==> config.mk <==
export PLATFORM = sky130hd
export DESIGN_NAME = bht_update_queue
export DESIGN_NICKNAME = d
export VERILOG_FILES = /design/src/rtl/bht_update_queue.sv
export SDC_FILE = /design/constraint.sdc
export NUM_CORES = 1
export LEC_CHECK = 0
export ABC_CLOCK_PERIOD_IN_PS = 4700
export BUFFER_PORTS_ARGS = -buffer_cell sky130_fd_sc_hd__buf_2
export CAP_MARGIN = 5
export CORE_UTILIZATION = 40
export DETAILED_ROUTE_END_ITERATION = 8
export HOLD_SLACK_MARGIN = 0.05
export PLACE_DENSITY = 0.66
export SLEW_MARGIN = 20
export SYNTH_ARGS = -nofsm -noshare
export SYNTH_HDL_FRONTEND = slang
export SYNTH_SLANG_ARGS = --single-unit
export TNS_END_PERCENT = 30
==> constraint.sdc <==
create_clock -name clock -period 4.7 [get_ports clock]
set_clock_uncertainty 0.15 [all_clocks]
set_input_delay 0.94 -clock clock [delete_from_list [all_inputs] [get_ports clock]]
set_output_delay 0.94 -clock clock [all_outputs]
set_load 0.03 [all_outputs]
==> src/rtl/bht_update_queue.sv <==
// Branch-history-table update queue.
// Accepts up to two resolved branches per cycle, in program order, and drains
// one entry per cycle into the BHT write port.
module bht_update_queue #(
  parameter int unsigned DEPTH              = 8,
  parameter int unsigned PTR_WIDTH          = 3,
  parameter int unsigned BHTBTB_INDEX_WIDTH = 9
) (
  input  logic                          clock,
  input  logic                          reset_n,
  input  logic                          upd0_valid,
  input  logic [63:0]                   upd0_pc,
  input  logic                          upd0_taken,
  input  logic                          upd1_valid,
  input  logic [63:0]                   upd1_pc,
  input  logic                          upd1_taken,
  output logic                          upd_ready,
  output logic                          bht_write_enable,
  output logic [BHTBTB_INDEX_WIDTH-1:0] bht_write_index,
  output logic [1:0]                    bht_write_counter_select,
  output logic                          bht_write_inc,
  output logic                          bht_write_dec,
  output logic                          bht_valid_in,
  output logic [PTR_WIDTH:0]            queue_count,
  output logic [31:0]                   bht_update_count
);

  localparam int unsigned CNT_W = PTR_WIDTH + 1;
  localparam int unsigned IDX_W = BHTBTB_INDEX_WIDTH;
  // Entry layout: {index, counter select, taken}
  localparam int unsigned ENT_W = IDX_W + 3;

  logic [ENT_W-1:0]     mem_q [DEPTH];
  logic [PTR_WIDTH-1:0] head_q, head_d;
  logic [PTR_WIDTH-1:0] tail_q, tail_d, tail_p1;
  logic [CNT_W-1:0]     count_q, count_d;
  logic [31:0]          upd_cnt_q, upd_cnt_d;

  logic             enq0, enq1, deq;
  logic [ENT_W-1:0] ent0, ent1;
  logic             wr_a_en, wr_b_en;
  logic [ENT_W-1:0] wr_a_data, wr_b_data;
  logic [ENT_W-1:0] head_ent;

  // PC bits outside the index/select fields carry no BHT information
  logic unused_pc_bits;
  assign unused_pc_bits = ^{upd0_pc[63:IDX_W+4], upd0_pc[1:0],
                            upd1_pc[63:IDX_W+4], upd1_pc[1:0]};

  // Two free slots are needed so a dual update is never split
  assign upd_ready = (count_q <= CNT_W'(DEPTH - 2));

  // Enqueue/dequeue decisions and next pointer/count values
  always_comb begin
    ent0      = {upd0_pc[IDX_W+3:4], upd0_pc[3:2], upd0_taken};
    ent1      = {upd1_pc[IDX_W+3:4], upd1_pc[3:2], upd1_taken};
    enq0      = upd_ready & upd0_valid;
    enq1      = upd_ready & upd1_valid;
    deq       = (count_q != '0);
    tail_p1   = tail_q + PTR_WIDTH'(1);
    wr_a_en   = enq0 | enq1;
    wr_a_data = enq0 ? ent0 : ent1;
    wr_b_en   = enq0 & enq1;
    wr_b_data = ent1;
    tail_d    = tail_q + PTR_WIDTH'(enq0) + PTR_WIDTH'(enq1);
    head_d    = head_q + PTR_WIDTH'(deq);
    count_d   = count_q + CNT_W'(enq0) + CNT_W'(enq1) - CNT_W'(deq);
    upd_cnt_d = upd_cnt_q + 32'(deq);
  end

  // Pointer, occupancy and drain-counter registers
  always_ff @(posedge clock or negedge reset_n) begin
    if (!reset_n) begin
      head_q    <= '0;
      tail_q    <= '0;
      count_q   <= '0;
      upd_cnt_q <= '0;
    end else begin
      head_q    <= head_d;
      tail_q    <= tail_d;
      count_q   <= count_d;
      upd_cnt_q <= upd_cnt_d;
    end
  end

  // Entry storage; payloads are qualified by count so they need no reset
  always_ff @(posedge clock) begin
    if (wr_a_en) mem_q[tail_q]  <= wr_a_data;
    if (wr_b_en) mem_q[tail_p1] <= wr_b_data;
  end

  // BHT write port driven from the head entry, forced to zero when empty
  always_comb begin
    head_ent                 = mem_q[head_q];
    bht_write_enable         = deq;
    bht_valid_in             = deq;
    bht_write_index          = '0;
    bht_write_counter_select = '0;
    bht_write_inc            = 1'b0;
    bht_write_dec            = 1'b0;
    if (deq) begin
      bht_write_index          = head_ent[ENT_W-1:3];
      bht_write_counter_select = head_ent[2:1];
      bht_write_inc            = head_ent[0];
      bht_write_dec            = ~head_ent[0];
    end
  end

  assign queue_count      = count_q;
  assign bht_update_count = upd_cnt_q;

endmodule

==> results.ini <==
[critical_path]
slowest_delay_ns = 0.73
cp_max_fo = 16
cp_num_cells = 5
path_buf_inv = 2
r2r_cells = 5
rr_endpoint = mem_q[7][9]
crit_chain = buf_4, mux4_2, mux2i_1, nor2_1, buf_2
crit_family = flip-flops
reg2reg_from = tail_q[0]
critPathRequiredTime_ns = 3.61
rrSetupSlack_ns = 1.72
worstPathArrival_ns = 2.45
cp-end-kind = primary output
worst-setup-path-type = flip-flop to primary output
worst_path_max_delay_cell = dfrtp_2
cp-start-kind = flip-flop

[pwr]
power_density_mw_per_mm2 = 678
p_total_mw = 5.66
p_leak_nw = 3.24
ir_drop_mv = 0.276

[finish]
synthToLayoutAreaGrowth_pct = 17.8
fin_util_pct = 48.3
nets = 698
stdcell_count = 790
design_area_mm2 = 0.00835
layout-drive-gt1-share_pct = 46.0

[synthesis]
synth_area_mm2 = 0.00709
synth_top_area_share_pct = 40.7
yosys.area.top_type = edfxtp_1
ys_warn_count = 0
synthArstFlopShare_pct = 30.4
synth_area_per_cell_um2 = 15.2
muxShareOfSynthArea_pct = 24.6
synth_fp_nets = 615
synth-xor-area-share_pct = 4.45
yosys.cell_types.count = 45
yosys-top-cells-count = edfxtp_1, mux2_2, dfrtp_1
synth_edf_count = 96
synth-compound-area-share_pct = 2.81
synthSimpleGateAreaFrac_pct = 6.65
synth.most_common_cell = edfxtp_1
ys.flop_type = edfxtp_1
seq_area_frac_synth_pct = 55.5
synth_area_leaders = edfxtp_1, dfrtp_1, mux2_2, mux4_2, xnor2_1
yosys_register_bits = 138
synth_top_family_by_area = multiplexers
synthCells = 467
synth_fa_ha_area_share_pct = 2.79

[global_route]
grt_pass1_vias = 4339
grt_max_degree = 43
grt_pass1_wl_um = 24500
grt-ovfl-total = 0
grt_usage_pct = 18.3
antenna_found_initial = 2

[sta]
setup_violations = 0
fin_setup_tns_ns = 0
relSlewSlack_pct = 32.0
worst_slack_ns = 1.16
worst_pin_slew_ns = 1.02
slew_violations = 0
hold_viol_final = 0
period_minus_slack_ns = 3.54
rsz0062_at_grt = false
hold_ws_ns = 0.261
period_share_pct = 75.2
fmax_mhz = 283

[die]
num_rows = 48
die_w_um = 135
die_area_mm2 = 0.0183
io_pins = 186
start_util_pct = 41.0
die_h_um = 135
coreArea_mm2 = 0.0173

[placed_design]
place_area_mm2 = 0.00770
place.gp.congestion = 0.770
placedCellCount = 755
place_ws_ns = 1.19
portBuffers = 79
dp_hpwl_um = 10000

[cts]
cts-htree-levels = 4
cts_root_buffer = clkbuf_16
cts_setup_buffers = 0
postCtsHoldBufs = 0
clock_sinks = 138
cts_tree = done
cts_resized = 0
cts_max_path_buffers = 2
clock_latency_ns = 0.41
clk_pin_slew_worst_paths_ns = 0.06
cts_buffers = 17

[detailed_routing]
avgViaCountPerCell = 5.37
drc_errors = 0
ant_nets = 0
routedWlPerCell_um = 19.7
drtIter0Drc = 349
drt-pass1-iter-count = 4
num_vias = 4240
routed_wl_um = 15500

[worst_hold_path]
hold_class = primary input to asynchronous set/reset pin

[job]
drv_cap = 0

[outcome]
outcome = complete, no violations

==> power by group <==
part,internal [mW],total (mW),switching (mW)
clock network,0.889,1.41,0.518
registers,1.68,1.93,0.249
logic,0.957,2.32,1.36
==> layer usage <==
layer  global-route usage [%]  part of all wire (%)  up-vias  wire [um]
li1                         -                     -     1952          -
met1                     23.5                    43     2135       6700
met2                     30.7                    51      134       7860
met3                     4.12                   4.8       19        748
met4                     6.18                   1.5        0        227
met5                        0                     0        -          0
==> registers in the layout, summed over array words and instances, names as in the netlist <==
name,count
queue_count,4
head_q,3
mem_q,96
tail_q,3
bht_update_count,32
==> worst max-delay path by stage <==
| stage | end | start | slack, ns |
|---|---|---|---|
| 2_1_floorplan | mem_q[3][0] | queue_count[3] | 1.39 |
| 3_3_place_gp | bht_write_index[5] | head_q[0] | 1.18 |
| 3_5_place_dp | bht_write_index[7] | head_q[0] | 1.19 |
| 4_1_cts | bht_write_index[7] | head_q[0] | 0.75 |
| 5_1_grt | bht_write_index[7] | head_q[0] | 0.98 |
| 6_report | bht_write_index[5] | head_q[0] | 1.16 |
==> logic make-up after synthesis <==
group	count (synthesis)
flip-flops	138
adder cells (fa/ha/maj)	14
XOR/XNOR	36
buffers and inverters	42
AO/OA/AOI/OAI	20
multiplexers	132
AND/OR/NAND/NOR	85
==> cell type report <==
cell class	instances	area (um^2)
Fill cell	1499	8950
Sequential cell	138	3940
Multi-Input combinational cell	287	2960
Timing Repair Buffer	87	468
Clock buffer	17	425
Tap cell	225	282
Clock inverter	15	199
Inverter	19	76.3
Antenna cell	2	5.00
==> worst reg2reg max path, delay by kind of cell, from the launching register on <==
kind | cells | cell delay [ns]
and+or+nand+nor | 1 | 0.19
DFF | 1 | 0.63
muxes | 1 | 0.43
adders and majority gates | 1 | 0.28
AOI/OAI and AO/OA | 1 | 0.82
xor gates and xnor gates | 1 | 0.23
==> placed cells by master (no fill, tap or decap), types with 3 or more instances in the layout <==
| master | count |
|---|---|
| mux2_1 | 5 |
| nor2_1 | 21 |
| nand3_1 | 12 |
| xor2_1 | 15 |
| clkinv_4 | 3 |
| mux4_2 | 24 |
| mux2i_1 | 12 |
| nor3_1 | 5 |
| and3_1 | 5 |
| mux2_2 | 91 |
| nor4_2 | 5 |
| o32ai_2 | 3 |
| ha_1 | 11 |
| or2_2 | 3 |
| inv_1 | 18 |
| buf_4 | 7 |
| nand4_1 | 7 |
| a32o_1 | 4 |
| fa_1 | 3 |
| bufinv_16 | 4 |
| dfrtp_1 | 41 |
| edfxtp_1 | 96 |
| clkbuf_16 | 17 |
| buf_2 | 79 |
| o21ai_2 | 4 |
| nand2_1 | 13 |
| xnor2_1 | 21 |
Note: power is estimated with default switching activity, not from simulation.
